$ cat src/rtl/kara_pp_seq_42bit_pkg.sv
// Shared constants and FSM state type for the 42-bit Karatsuba partial-product stage.
// Operands split into 21-bit halves; every carry-less half product is 41 bits wide.
package kara_pkg;

  localparam int N_W    = 42;
  localparam int HALF_W = 21;
  localparam int PP_W   = 41;

  // Index of the last serial step in one half product (counter runs 0..20).
  localparam logic [4:0] LAST_STEP = 5'd20;

  typedef enum logic [2:0] {
    IDLE    = 3'd0,
    MUL_LO  = 3'd1,
    MUL_HI  = 3'd2,
    MUL_MID = 3'd3,
    DONE    = 3'd4
  } kara_pp_state_t;

endpackage

$ cat src/rtl/kara_pp_seq_42bit_gf2_mul.sv
// Bit-serial 21x21 carry-less multiplier, Horner MSB-first, one multiplier bit per clock.
// p presents the value after the current step, so it holds the full product in the cycle done is high.
module gf2_mul_serial_21bit
  import kara_pkg::*;
(
  input  logic              clk,
  input  logic              rst,
  input  logic              load,
  input  logic [HALF_W-1:0] a,
  input  logic [HALF_W-1:0] b,
  output logic              done,
  output logic [PP_W-1:0]   p
);

  logic [HALF_W-1:0] a_r;
  logic [HALF_W-1:0] b_r;
  logic [PP_W-1:0]   acc_r;
  logic [4:0]        cnt_r;
  logic              run_r;
  logic [PP_W-1:0]   step_s;

  // b_r shifts left, so its MSB is always the next multiplier bit to consume.
  assign step_s = (acc_r << 1) ^
                  (b_r[HALF_W-1] ? {{(PP_W-HALF_W){1'b0}}, a_r} : {PP_W{1'b0}});
  assign done   = run_r && (cnt_r == LAST_STEP);
  assign p      = step_s;

  // Operand capture, accumulator and step counter; load restarts even on the finishing step.
  always_ff @(posedge clk or posedge rst) begin
    if (rst) begin
      a_r   <= {HALF_W{1'b0}};
      b_r   <= {HALF_W{1'b0}};
      acc_r <= {PP_W{1'b0}};
      cnt_r <= 5'd0;
      run_r <= 1'b0;
    end else if (load) begin
      a_r   <= a;
      b_r   <= b;
      acc_r <= {PP_W{1'b0}};
      cnt_r <= 5'd0;
      run_r <= 1'b1;
    end else if (run_r) begin
      acc_r <= step_s;
      b_r   <= b_r << 1;
      if (done) begin
        cnt_r <= 5'd0;
        run_r <= 1'b0;
      end else begin
        cnt_r <= cnt_r + 5'd1;
      end
    end else begin
      acc_r <= acc_r;
    end
  end

endmodule

$ cat src/rtl/kara_pp_seq_42bit.sv
// Sequential Karatsuba partial-product stage: one serial multiplier time-shared for the
// low, high and middle products; the middle term leaves already corrected by pp_lo ^ pp_hi.
module kara_pp_seq_42bit
  import kara_pkg::*;
(
  input  logic            clk,
  input  logic            rst,
  input  logic            in_valid,
  output logic            in_ready,
  input  logic [N_W-1:0]  a,
  input  logic [N_W-1:0]  b,
  output logic            out_valid,
  input  logic            out_ready,
  output logic [PP_W-1:0] pp_lo,
  output logic [PP_W-1:0] pp_mid,
  output logic [PP_W-1:0] pp_hi
);

  kara_pp_state_t    state_r;
  kara_pp_state_t    state_s;
  logic [N_W-1:0]    a_r;
  logic [N_W-1:0]    b_r;
  logic [PP_W-1:0]   pp_lo_r;
  logic [PP_W-1:0]   pp_mid_r;
  logic [PP_W-1:0]   pp_hi_r;
  logic              out_valid_r;
  logic              mul_load_s;
  logic [HALF_W-1:0] mul_a_s;
  logic [HALF_W-1:0] mul_b_s;
  logic              mul_done_s;
  logic [PP_W-1:0]   mul_p_s;

  gf2_mul_serial_21bit u_mul (
    .clk  (clk),
    .rst  (rst),
    .load (mul_load_s),
    .a    (mul_a_s),
    .b    (mul_b_s),
    .done (mul_done_s),
    .p    (mul_p_s)
  );

  assign in_ready  = (state_r == IDLE) && !rst;
  assign out_valid = out_valid_r;
  assign pp_lo     = pp_lo_r;
  assign pp_mid    = pp_mid_r;
  assign pp_hi     = pp_hi_r;

  // Next state and multiplier load; each finishing step immediately loads the next half pair.
  always_comb begin
    state_s    = state_r;
    mul_load_s = 1'b0;
    mul_a_s    = a[HALF_W-1:0];
    mul_b_s    = b[HALF_W-1:0];
    case (state_r)
      IDLE: begin
        if (in_valid) begin
          mul_load_s = 1'b1;
          state_s    = MUL_LO;
        end else begin
          state_s = IDLE;
        end
      end
      MUL_LO: begin
        mul_a_s = a_r[N_W-1:HALF_W];
        mul_b_s = b_r[N_W-1:HALF_W];
        if (mul_done_s) begin
          mul_load_s = 1'b1;
          state_s    = MUL_HI;
        end else begin
          state_s = MUL_LO;
        end
      end
      MUL_HI: begin
        mul_a_s = a_r[HALF_W-1:0] ^ a_r[N_W-1:HALF_W];
        mul_b_s = b_r[HALF_W-1:0] ^ b_r[N_W-1:HALF_W];
        if (mul_done_s) begin
          mul_load_s = 1'b1;
          state_s    = MUL_MID;
        end else begin
          state_s = MUL_HI;
        end
      end
      MUL_MID: begin
        if (mul_done_s) begin
          state_s = DONE;
        end else begin
          state_s = MUL_MID;
        end
      end
      DONE: begin
        if (out_ready) begin
          state_s = IDLE;
        end else begin
          state_s = DONE;
        end
      end
      default: begin
        state_s = IDLE;
      end
    endcase
  end

  // State register.
  always_ff @(posedge clk or posedge rst) begin
    if (rst) begin
      state_r <= IDLE;
    end else begin
      state_r <= state_s;
    end
  end

  // Operand latch, result registers and output handshake.
  always_ff @(posedge clk or posedge rst) begin
    if (rst) begin
      a_r         <= {N_W{1'b0}};
      b_r         <= {N_W{1'b0}};
      pp_lo_r     <= {PP_W{1'b0}};
      pp_mid_r    <= {PP_W{1'b0}};
      pp_hi_r     <= {PP_W{1'b0}};
      out_valid_r <= 1'b0;
    end else begin
      case (state_r)
        IDLE: begin
          if (in_valid) begin
            a_r <= a;
            b_r <= b;
          end
        end
        MUL_LO: begin
          if (mul_done_s) begin
            pp_lo_r <= mul_p_s;
          end
        end
        MUL_HI: begin
          if (mul_done_s) begin
            pp_hi_r <= mul_p_s;
          end
        end
        MUL_MID: begin
          if (mul_done_s) begin
            pp_mid_r    <= mul_p_s ^ pp_lo_r ^ pp_hi_r;
            out_valid_r <= 1'b1;
          end
        end
        DONE: begin
          if (out_ready) begin
            out_valid_r <= 1'b0;
          end
        end
        default: begin
          out_valid_r <= 1'b0;
        end
      endcase
    end
  end

endmodule

$ cat config.mk
export PLATFORM = sky130hd
export DESIGN_NAME = kara_pp_seq_42bit
export DESIGN_NICKNAME = d
export VERILOG_FILES = /design/src/rtl/kara_pp_seq_42bit_pkg.sv /design/src/rtl/kara_pp_seq_42bit_gf2_mul.sv /design/src/rtl/kara_pp_seq_42bit.sv
export SDC_FILE = /design/constraint.sdc
export NUM_CORES = 1
export LEC_CHECK = 0
export ABC_AREA = 1
export BUFFER_PORTS_ARGS = -buffer_cell sky130_fd_sc_hd__buf_2
export CAP_MARGIN = 20
export CORE_MARGIN = 8
export CORE_UTILIZATION = 45
export CTS_BUF_LIST = sky130_fd_sc_hd__clkbuf_8
export DETAILED_ROUTE_END_ITERATION = 8
export GPL_TIMING_DRIVEN = 0
export PLACE_DENSITY = 0.8
export SYNTH_ARGS = -nofsm -noshare
export SYNTH_HDL_FRONTEND = slang
export SYNTH_SLANG_ARGS = --single-unit
$ cat constraint.sdc
create_clock -name clk -period 9.46 [get_ports clk]
set_clock_uncertainty 0.1 [all_clocks]
set_input_delay 0.946 -clock clk [delete_from_list [all_inputs] [get_ports clk]]
set_output_delay 0.946 -clock clk [all_outputs]
set_load 0.01 [all_outputs]
==> results of run 1 <==
-- power breakdown --
part	switching [mW]	internal, mW	total [mW]
sequential	0.379	1.72	2.10
clock	0.513	0.642	1.16
combinational	1.13	0.719	1.85
-- routing by layer --
metal  track usage [%]  vias to the layer above  wire length (um)  part of all wire [%]
met5                 0                        -                26                 0.067
met4              9.12                        4              1420                   3.7
met3              4.18                      104              2880                   7.4
met2              34.1                      443             17800                    46
met1              27.3                     5819             16700                    43
li1                  -                     5909                 -                     -
-- sequential cells by signal, indices dropped and copies added (netlist names) --
register and cells:
b_r 42, u_mul.run_r 1, u_mul.cnt_r 5, a_r 42
out_valid 1, u_mul.a_r 21, u_mul.b_r 21, pp_lo 41
state_r 3, u_mul.acc_r 40, pp_hi 41, pp_mid 41
-- Yosys cell counts --
| cell | n |
|---|---|
| buf_4 | 2 |
| nand4_1 | 25 |
| xnor2_1 | 43 |
| inv_1 | 58 |
| nand3b_1 | 5 |
| clkbuf_1 | 57 |
| inv_2 | 2 |
| dfrtp_1 | 299 |
| or2_2 | 20 |
| nand2_1 | 705 |
| clkinv_1 | 1 |
| buf_2 | 32 |
| o21ai_0 | 115 |
| a21o_1 | 20 |
| buf_1 | 3 |
| nand3_1 | 118 |
| nor3_4 | 1 |
| nor2_1 | 77 |
| nor3_1 | 1 |
| o211ai_1 | 1 |
| ha_1 | 2 |
| a21oi_1 | 42 |
| xor2_1 | 60 |
| nor4_1 | 1 |
-- cells by family after synthesis --
family,after synthesis
AOI/OAI and AO/OA,178
xor gates and xnor gates,103
adders and majority gates,2
buffers and inverters,155
DFF,299
and+or+nand+nor,953
-- layout make-up --
class	instances	area, sq um	area share [%]
Inverter	61	236	1.43
Tap cell	396	495	3.00
Clock buffer	62	853	5.17
Sequential cell	299	7480	45.4
Timing Repair Buffer	214	1120	6.77
Buffer	94	400	2.43
Multi-Input combinational cell	1236	5740	34.8
Clock inverter	28	165	1.00
-- worst paths after layout --
check | depth (start not counted) | endpoint | slack (ns)
max reg2reg | 9 | pp_mid[5] | 7.01
min in group clk | 2 | pp_mid[24] | 0.38
max | 3 | in_ready | 6.72
min | 2 | state_r[2] | 0.38
max in group asynchronous | 4 | pp_hi[14] | 7.39
min reg2reg | 2 | pp_mid[24] | 0.38
-- through the flow --
| stage | cell area (sq um) | power (mW) | hold WS (ns) | utilization (%) | TNS, ns |
|---|---|---|---|---|---|
| 2_1_floorplan | 13900 | 3.35 | 0.342 | - | 0 |
| 3_3_place_gp | 15400 | 3.85 | 0.360 | 50.6 | -925.03 |
| 3_5_place_dp | 15500 | 3.95 | 0.367 | 50.9 | 0 |
| 4_1_cts | 16500 | 5.13 | 0.382 | 54.2 | 0 |
| 5_1_grt | 16500 | 5.49 | 0.401 | 54.2 | 0 |
| 6_report | 16500 | 5.10 | 0.379 | 54.2 | 0 |
-- critical path, delay by kind of cell --
| kind | cells | cell delay, ns |
|---|---|---|
| buffers and inverters | 2 | 0.37 |
| and+or+nand+nor | 1 | 0.37 |
-- layout by cell type (no fill, tap or decap), drive strengths merged, types with 42 or more instances in the layout --
master,count
a21oi,42
inv,82
clkbuf,119
o21ai,115
nand3,118
buf,251
xnor2,43
nand2,705
xor2,60
dfrtp,299
nor2,77
==> summary.md, run 1 <==
| Metric | Value |
|---|---|
| Die X-Extent | `191 um` |
| Critical Path, Cell by Cell | `buf_2 -> nor4_1 -> buf_2` |
| TritonCTS clock tree | `built` |
| Clock transition at path regs | `roughly 0.060 ns` |
| Pre-antenna DRT Iters | `5` |
| Vias per cell | `~5.1` |
| Share of layout cells above drive strength 1 | `17.1%` |
| Yosys warnings | `0` |
| #FFs+latches synth | `approximately 300` |
| Minimum clock period | `2.74 ns` |
| Final std cells w/o fill | `about 2,400` |
| Cell taking the most area after synthesis | `dfrtp_1` |
| Post-Syn Nets | `approximately 1,800` |
| Crit path max-delay cell type | `nor4_1` |
| Antenna violations before repair | `2` |
| Combinational family with the most area after synthesis | `simple AND/OR/NAND/NOR gates` |
| Xor-xnor portion of the synthesized cell area | `roughly 6.5%` |
| 1st-iter DRT viols | `between 800 and 900` |
| Routed WL | `around 39,000 um` |
| I/O pin count | `around 210` |
| Fmax | `about 0.36 GHz` |
| Num CTS Buffers | `50` |
| Worst slew pin tran | `slightly below 0.7 ns` |
| Status | `finished clean` |
| Die ar. | `approximately 37,000 sq um` |
| Vias | `around 12,000` |
| Std-Cell Rows | `64` |
| Critical Path Most Common Cell | `buf_2` |
| IO buf count | `212` |
| Final setup fails | `0` |
| Pre-CTS setup slack | `6.71 ns` |
| ANT nets after route | `0` |
| Adder-cell share of the synthesized area | `less than 1%` |
| Detailed placement HPWL | `28,300 um` |
| Final Cycle Share | `between 20% and 30%` |
| # DRC | `0` |
| Placed cell count | `between 2,000 and 2,500` |
| CP startpoint | `rst` |
| Vias in the first global route | `roughly 12,000` |
| Die height | `between 150 and 200 um` |
| Post-CTS setup buffers | `0` |
| H-tree levels | `2` |
| Post-synthesis compound-gate area fraction | `6.81%` |
| Nets | `slightly above 2,000` |
| Post-synthesis mux area share | `0%` |
| Per-cell routed wire length | `approximately 16 um` |
| Fill count | `~2,800` |
| Placeable Area | `30,400 sq um` |
| Syn_area_per_cell | `about 8 sq um` |
| Cell count after synthesis | `~1,700` |
| GPL Wtd Cong | `roughly 0.82` |
| Largest fanout on the critical path | `2` |
| CTS sink count | `299` |
| Synth area leaders | `dfrtp_1 54%, nand2_1 19%, nand3_1 4.3%` |
| Crit. End Element | `primary output` |
| Min-Delay Path Class | `input pin to asynchronous set/reset pin` |
| Max IR drop VDD | `around 140 uV` |
| Post-Syn Area | `approximately 14,000 sq um` |
| Slew Viols, Final | `0` |
| Max incr delay on CP | `roughly 0.37 ns` |
| RSZ-0062 raised after global routing | `no` |
| Post-synthesis sequential area ratio | `a little over half` |
| Largest net degree at the start of global routing | `115` |
| Global route overflow | `0` |
| PwrDens | `309 nW/um^2` |
| Diodes inserted | `0` |
| Post-route setup slack | `about 6.7 ns` |
| Startpoint types | `input pin` |
| Clock Latency Late Sink | `~0.57 ns` |
| Starting Density | `45.5%` |
| Worst EP arrival | `1.70 ns` |
| Synthesis-to-layout area growth | `19.0%` |
| Post-CTS sizing | `0` |
| Synth cell types | `24` |
| Pleak | `~9 nW` |
| Synth top area share | `around 54%` |
| FF-to-FF Start | `u_mul.cnt_r[0]` |
| Critical Setup Path Class | `input pin to primary output` |
| First-pass GRT wire length | `around 63,000 um` |
| Root buf cell | `clkbuf_8` |
| Number of max-cap violations | `0` |
| Hold Vio Cnt, Final | `0` |
| Post-Synth Simple-Gate Area | `28.0%` |
| Slew HR | `between 50% and 60%` |
| Clock Tree Buf Depth | `3` |
| Total GRT Usage | `a little over a fifth` |
| Hold buffers post-CTS | `0` |
| Worst EP required | `between 8 and 9 ns` |
Power figures use the tool's default switching activity.
==> run 2: changes to the inputs <==
--- a/config.mk
+++ b/config.mk
@@ -5,7 +5,7 @@
 export SDC_FILE = /design/constraint.sdc
 export NUM_CORES = 1
 export LEC_CHECK = 0
-export ABC_AREA = 1
+export ABC_AREA = 0
 export BUFFER_PORTS_ARGS = -buffer_cell sky130_fd_sc_hd__buf_2
 export CAP_MARGIN = 20
 export CORE_MARGIN = 8
==> constraint.sdc (replaced) <==
create_clock -name clk -period 2.5 [get_ports clk]
set_clock_uncertainty 0.1 [all_clocks]
set_input_delay 0.25 -clock clk [delete_from_list [all_inputs] [get_ports clk]]
set_output_delay 0.25 -clock clk [all_outputs]
set_load 0.01 [all_outputs]
==> summary.md, run 2 <==
| Metric | Value |
|---|---|
| Status | `finished clean (unchanged)` |
| Max IR drop VDD | `447 uV (was 144 uV)` |
| Most frequent cells in the layout | `328 x nand2_1, 299 x dfrtp_1, 232 x buf_2, 97 x nor2_1, 96 x mux2_2 (was 705 x nand2_1, 299 x dfrtp_1, 244 x buf_2, 118 x nand3_1, 115 x o21ai_0)` |
| Post-Syn Nets | `1,514 (was 1,780)` |
| Placed cell area | `15,900 sq um (was 15,500 sq um)` |
| Detailed placement HPWL | `29,100 um (was 28,300 um)` |
| Clock Latency Late Sink | `0.56 ns (was 0.57 ns)` |
| Minimum clock period | `roughly 2.4 ns` |
| Root buf cell | `clkbuf_8 (unchanged)` |
| Nets | `1,873 (was 2,046)` |
| ANT nets after route | `0 (unchanged)` |
| Crit path max-delay cell type | `and3_1 (was nor4_1)` |
| Setup TNS | `0 ns (unchanged)` |
| Routed WL | `39,700 um (was 38,800 um)` |
| Synth cell types | `41 (was 24)` |
| Slew HR | `56.2% (was 54.0%)` |
| Share of layout cells above drive strength 1 | `25.1% (was 17.1%)` |
| Total GRT Usage | `20.8% (was 21.1%)` |
| Final core utilization | `57.2% (was 54.2%)` |
| GPL Wtd Cong | `0.805 (was 0.822)` |
| Commonest non-fill, non-tap cell in the layout | `nand2_1 (unchanged)` |
| Antenna violations before repair | `1 (was 2)` |
| #FFs+latches synth | `299 (unchanged)` |
| Clock Power Share | `21.4% (was 22.7%)` |
| # DRC | `0 (unchanged)` |
| Pre-antenna DRT Iters | `5 (unchanged)` |
| Worst slew pin tran | `0.657 ns (was 0.689 ns)` |
| Startpoint types | `flop (was input pin)` |
| Hold Slack | `0.235 ns (was 0.379 ns)` |
| Max incr delay on CP | `0.60 ns (was 0.37 ns)` |
| Crit path buf inv count | `2 (unchanged)` |
| Cell count after synthesis | `1,424 (was 1,690)` |
| Worst EP arrival | `2.83 ns (was 1.70 ns)` |
| Top FF cell, synth | `dfrtp_1 (unchanged)` |
| Pleak | `8.86 nW (was 8.93 nW)` |
| Per-cell routed wire length | `17.9 um (was 16.2 um)` |
| Vias in the first global route | `12,360 (was 12,321)` |
| I/O pin count | `213 (unchanged)` |
| IO buf count | `212 (unchanged)` |
| Crit. End Element | `flop (was primary output)` |
| CTS sink count | `299 (unchanged)` |
| Number of synthesized flops with an enable pin | `0 (unchanged)` |
| Post-synthesis sequential area ratio | `52.7% (was 54.0%)` |
| Fmax | `between 0.4 and 0.5 GHz` |
| Number of max-cap violations | `0 (unchanged)` |
| Std-Cell Rows | `65 (was 64)` |
| First-pass GRT wire length | `64,600 um (was 62,800 um)` |
| Num CTS Buffers | `49 (was 50)` |
| Switch share | `38.8% (was 39.6%)` |
| Final instance area | `17,900 sq um (was 16,500 sq um)` |
| H-tree levels | `2 (unchanged)` |
| Synthesis-to-layout area growth | `26.1% (was 19.0%)` |
| Placeable Area | `31,300 sq um (was 30,400 sq um)` |
| Slew Viols, Final | `0 (unchanged)` |
| Vias | `11,653 (was 12,279)` |
| 1st-iter DRT viols | `727 (was 854)` |
| Die X-Extent | `194 um (was 191 um)` |
| Count leader, synth | `nand2_1 (unchanged)` |
| Critical Setup Path Class | `flop to flop (was input pin to primary output)` |
| Flop pwr share | `39.1% (was 41.2%)` |
| Post-route setup slack | `0.0704 ns (was 6.72 ns)` |
| Synth async-reset ratio | `100% (unchanged)` |
| Starting Density | `45.3% (was 45.5%)` |
| Pre-CTS setup slack | `-0.157 ns (was 6.71 ns)` |
| Critical Path, Cell by Cell | `buf_2 -> nor2_1 -> and3_1 -> clkbuf_1 -> nand2_1 -> nand2_1 (was buf_2 -> nor4_1 -> buf_2)` |
| Global route overflow | `0 (unchanged)` |
| PwrDens | `1160 nW/um^2 (was 309 nW/um^2)` |
| Clock Tree Buf Depth | `3 (unchanged)` |
| TritonCTS clock tree | `built (unchanged)` |
| Worst EP required | `2.90 ns (was 8.41 ns)` |
| Cell family with most CP delay | `simple AND/OR/NAND/NOR gates (was buffers and inverters)` |
| Placed cell count | `2,046 (was 2,300)` |
| Switch Pwr | `8.08 mW (was 2.02 mW)` |
| Largest net degree at the start of global routing | `45 (was 115)` |
| Synth top area share | `52.7% (was 54.0%)` |
| Vias per cell | `5.25 (was 5.14)` |
| Largest fanout on the critical path | `11 (was 2)` |
| Overall Power | `20.8 mW (was 5.10 mW)` |
| Die height | `194 um (was 191 um)` |
| P_int | `12.7 mW (was 3.08 mW)` |
| Yosys warnings | `0 (unchanged)` |
| Clock transition at path regs | `0.07 ns (was 0.06 ns)` |
| Synth area leaders | `dfrtp_1 53%, nand2_1 8.7%, mux2_2 7.6% (was dfrtp_1 54%, nand2_1 19%, nand3_1 4.3%)` |
| Post-Syn Area | `14,200 sq um (was 13,900 sq um)` |
| Hold Vio Cnt, Final | `0 (unchanged)` |
| Die ar. | `37,500 sq um (was 36,700 sq um)` |
| Cell taking the most area after synthesis | `dfrtp_1 (unchanged)` |
| Final std cells w/o fill | `2,221 (was 2,390)` |
| Syn_area_per_cell | `9.97 sq um (was 8.20 sq um)` |
| Top flop regs | `a_r (42), b_r (42) (unchanged)` |
| Critical Path Most Common Cell | `nand2_1 (was buf_2)` |
| R2r setup slk | `0.07 ns (was 7.01 ns)` |
| Comb pwr share | `39.5% (was 36.2%)` |
| Commonest cells in the netlist | `328 x nand2_1, 299 x dfrtp_1, 97 x nor2_1 (was 705 x nand2_1, 299 x dfrtp_1, 118 x nand3_1)` |
| Final setup fails | `0 (unchanged)` |
| Min-Delay Path Class | `input pin to asynchronous set/reset pin (unchanged)` |
| Final Cycle Share | `97.2%` |
run 2: repair_timing:
item | in CTS | in global routing
hold endpoints to repair | 127 | 0
gates resized for setup | 9 | 15
hold buffers | 87 | 0
buffers inserted | 4 | 0
endpoints found under the setup margin | 68 | 56
pin swaps | 3 | 0
run 2: logic make-up after synthesis:
group                      count (synthesis)  share of synthesized area [%]
and+or+nand+nor                          558                           17.2
DFF                                      299                           52.7
AOI/OAI and AO/OA                        233                           11.0
xor gates and xnor gates                 126                           7.77
buffers and inverters                    105                           3.17
muxes                                    101                           8.00
adders and majority gates                  2                          0.176
run 2: final cells by class:
| class | instances | area [sq um] |
|---|---|---|
| flip-flops and latches | 299 | 7480 |
| repair buffers | 311 | 2120 |
| multi-input cells | 1020 | 6300 |
| well taps | 402 | 503 |
| fillers | 2656 | 13400 |
| inverters | 8 | 33.8 |
| clock buffers | 63 | 867 |
| diodes | 1 | 2.50 |
| plain buffers | 94 | 437 |
| clock inverters | 23 | 160 |
run 2: worst paths after layout:
kind | startpoint | end | cells past startpoint
min reg2reg | u_mul.a_r[18] | u_mul.a_r[18] | 2
min | rst | state_r[1] | 3
max | state_r[0] | a_r[39] | 6
min in group clk | b[34] | b_r[34] | 4
max reg2reg | state_r[0] | a_r[39] | 6
max in group asynchronous | rst | b_r[23] | 5
run 2: power by group through the flow:
stage          sequential [mW]  combinational (mW)  clock, mW
2_1_floorplan             8.08                5.59          0
3_3_place_gp              8.07                7.70          0
3_5_place_dp              8.20                8.05          0
4_1_cts                   8.12                8.23       4.54
5_1_grt                   8.38                9.12       4.75
6_report                  8.14                8.23       4.45
run 2: metal layers:
layer / up-vias / GRT usage (%) / wire length (um)
li1: 5501 / - / -
met3: 90 / 4.39 / 2380
met1: 5666 / 26.4 / 17200
met2: 396 / 34.2 / 18700
met4: 0 / 8.89 / 1380
met5: - / 0 / 0
run 2: tightest hold or removal path, delay by kind of cell:
family   cells  cell delay [ns]
buf+inv      3             1.08
==> run 3: changes to the inputs <==
--- a/config.mk
+++ b/config.mk
@@ -13,7 +13,7 @@
 export CTS_BUF_LIST = sky130_fd_sc_hd__clkbuf_8
 export DETAILED_ROUTE_END_ITERATION = 8
 export GPL_TIMING_DRIVEN = 0
-export PLACE_DENSITY = 0.8
+export PLACE_DENSITY = 0.77
 export SYNTH_ARGS = -nofsm -noshare
 export SYNTH_HDL_FRONTEND = slang
 export SYNTH_SLANG_ARGS = --single-unit
==> constraint.sdc (replaced) <==
create_clock -name clk -period 2.85 [get_ports clk]
set_clock_uncertainty 0.1 [all_clocks]
set_input_delay 0.285 -clock clk [delete_from_list [all_inputs] [get_ports clk]]
set_output_delay 0.285 -clock clk [all_outputs]
set_load 0.01 [all_outputs]
==> summary.md, run 3 (synthesized netlist as in run 2, its figures left out) <==
| Metric | Value |
|---|---|
| Std-Cell Rows | `65 (unchanged)` |
| Slew Viols, Final | `0 (unchanged)` |
| RR Endpoint | `a_r[14] (was a_r[39])` |
| Number of max-cap violations | `0 (unchanged)` |
| Final core utilization | `57.3% (was 57.2%)` |
| PwrDens | `1030 nW/um^2 (was 1160 nW/um^2)` |
| Largest fanout on the critical path | `10 (was 11)` |
| Root buf cell | `clkbuf_8 (unchanged)` |
| Overall Power | `18.5 mW (was 20.8 mW)` |
| Fmax | `~0.37 GHz` |
| Critical Setup Path Class | `flop to primary output (was flop to flop)` |
| Detailed placement HPWL | `28,300 um (was 29,100 um)` |
| Antenna violations before repair | `1 (unchanged)` |
| Crit path max-delay cell type | `dfrtp_1 (was and3_1)` |
| Routed WL | `38,700 um (was 39,700 um)` |
| Max incr delay on CP | `0.41 ns (was 0.60 ns)` |
| Num CTS Buffers | `50 (was 49)` |
| Placeable Area | `31,300 sq um (unchanged)` |
| Vias per cell | `5.21 (was 5.25)` |
| Starting Density | `45.3% (unchanged)` |
| Pre-antenna DRT Iters | `5 (unchanged)` |
| Placed cell count | `2,046 (unchanged)` |
| RSZ-0062 raised after global routing | `no` |
| Status | `finished clean (unchanged)` |
| Critical Path Most Common Cell | `buf_2 (was nand2_1)` |
| Clock Latency Late Sink | `0.56 ns (about the same)` |
| Synthesis-to-layout area growth | `26.3% (was 26.1%)` |
| Nets | `1,873 (unchanged)` |
| Clock Tree Buf Depth | `3 (unchanged)` |
| Worst slew pin tran | `0.739 ns (was 0.657 ns)` |
| CTS sink count | `299 (unchanged)` |
| Global route overflow | `0 (unchanged)` |
| Commonest non-fill, non-tap cell in the layout | `nand2_1 (unchanged)` |
| Worst EP arrival | `2.30 ns (was 2.83 ns)` |
| GPL Wtd Cong | `0.836 (was 0.805)` |
| TritonCTS clock tree | `built (unchanged)` |
| 1st-iter DRT viols | `737 (was 727)` |
| Total GRT Usage | `20.4% (was 20.8%)` |
| Minimum clock period | `approximately 2.7 ns` |
| Final setup fails | `0 (unchanged)` |
| FF-to-FF Start | `state_r[0] (unchanged)` |
| Worst EP required | `2.47 ns (was 2.90 ns)` |
| R2r setup slk | `0.26 ns (was 0.07 ns)` |
| Critical Path, Cell by Cell | `buf_2 -> clkbuf_1 -> clkbuf_2 -> nor4_1 -> buf_2 (was buf_2 -> nor2_1 -> and3_1 -> clkbuf_1 -> nand2_1 -> nand2_1)` |
| Pleak | `8.87 nW (was 8.86 nW)` |
| Vias | `11,586 (was 11,653)` |
| First-pass GRT wire length | `63,500 um (was 64,600 um)` |
| # DRC | `0 (unchanged)` |
| Die ar. | `37,500 sq um (unchanged)` |
| Largest net degree at the start of global routing | `44 (was 45)` |
| Vias in the first global route | `12,093 (was 12,360)` |
| ANT nets after route | `0 (unchanged)` |
| Die X-Extent | `194 um (unchanged)` |
| I/O pin count | `213 (unchanged)` |
| H-tree levels | `2 (unchanged)` |
| Final std cells w/o fill | `2,222 (was 2,221)` |
| Die height | `194 um (unchanged)` |
| Most frequent cells in the layout | `328 x nand2_1, 299 x dfrtp_1, 234 x buf_2, 97 x nor2_1, 96 x mux2_2 (was 328 x nand2_1, 299 x dfrtp_1, 232 x buf_2, 97 x nor2_1, 96 x mux2_2)` |
| Crit. End Element | `primary output (was flop)` |
| Hold Slack | `0.287 ns (was 0.235 ns)` |
| Max IR drop VDD | `413 uV (was 447 uV)` |
| Per-cell routed wire length | `17.4 um (was 17.9 um)` |
| Hold Vio Cnt, Final | `0 (unchanged)` |
| Startpoint types | `flop (unchanged)` |
| Top flop regs | `a_r (42), b_r (42) (unchanged)` |
| Share of layout cells above drive strength 1 | `24.7% (was 25.1%)` |
| IO buf count | `212 (unchanged)` |
| Min-Delay Path Class | `input pin to asynchronous set/reset pin (unchanged)` |
| Final Cycle Share | `94.4%` |
| R2R depth | `7 (was 6)` |
| Clock transition at path regs | `0.06 ns (was 0.07 ns)` |
| Slew HR | `50.7% (was 56.2%)` |
## run 3: changes by cell type in the layout (fill, tap and decap cells not counted), moves of 2 or more
| cell | change |
|---|---|
| buf_2 | +2 |
| buf_4 | -3 |
| bufinv_16 | +4 |
| clkbuf_1 | +7 |
| clkbuf_2 | -2 |
| clkbuf_4 | -3 |
| clkbuf_8 | -3 |
| clkinvlp_4 | -2 |
## run 3: per-stage QoR
step | setup TNS [ns] | setup slack (ns) | area [sq um]
after CTS | 0 | 0.0107 | 17900
after global routing | 0 | 0.0501 | 17900
after floorplan | -450.91 | -1.51 | 14200
final | 0 | 0.160 | 17900
after detailed placement | 0 | 0.115 | 15900
after global placement | -956.00 | -3.22 | 15800
## run 3: how the worst max path moves through the flow
stage	start	end	slack, ns
3_3_place_gp	rst	pp_mid[33]	-3.22
3_5_place_dp	u_mul.cnt_r[0]	pp_lo[16]	0.12
5_1_grt	state_r[1]	in_ready	0.05
4_1_cts	state_r[0]	in_ready	0.01
6_report	state_r[1]	in_ready	0.16
2_1_floorplan	rst	a_r[0]	-1.51
## run 3: cell type report
type / count / area [sq um]
fill: 2658 / 13400
sequential: 299 / 7480
multi-input combinational: 1020 / 6260
timing repair buffer: 309 / 2110
clock buffer: 61 / 840
tap: 402 / 503
buffer: 95 / 415
clock inverter: 27 / 279
inverter: 8 / 33.8
antenna: 1 / 2.50
## run 3: where the power goes
part | switching, mW | internal, mW
Sequential | 1.31 | 5.82
Clock | 1.76 | 2.48
Combinational | 3.99 | 3.16
Total | 7.05 | 11.5
## run 3: worst max-delay path: cells and delay by family, from the launching register on
family	cells	cell delay [ns]
and+or+nand+nor	1	0.41
DFF	1	0.41
buffers and inverters	4	0.94
## run 3: timing repair
action / CTS / global route
hold buffers: 87 / 0
pin swaps: 0 / 1
buffers inserted: 0 / 2
hold endpoints to repair: 131 / 0
resized for setup: 1 / 2
setup endpoints to repair: 1 / 13
## run 3: routing by layer
layer	up-vias	wire length, um	global-route usage, %
met3	78	2250	3.73
met5	-	0	0
li1	5505	-	-
met2	384	18100	33.5
met4	0	1050	6.93
met1	5619	17300	27.0
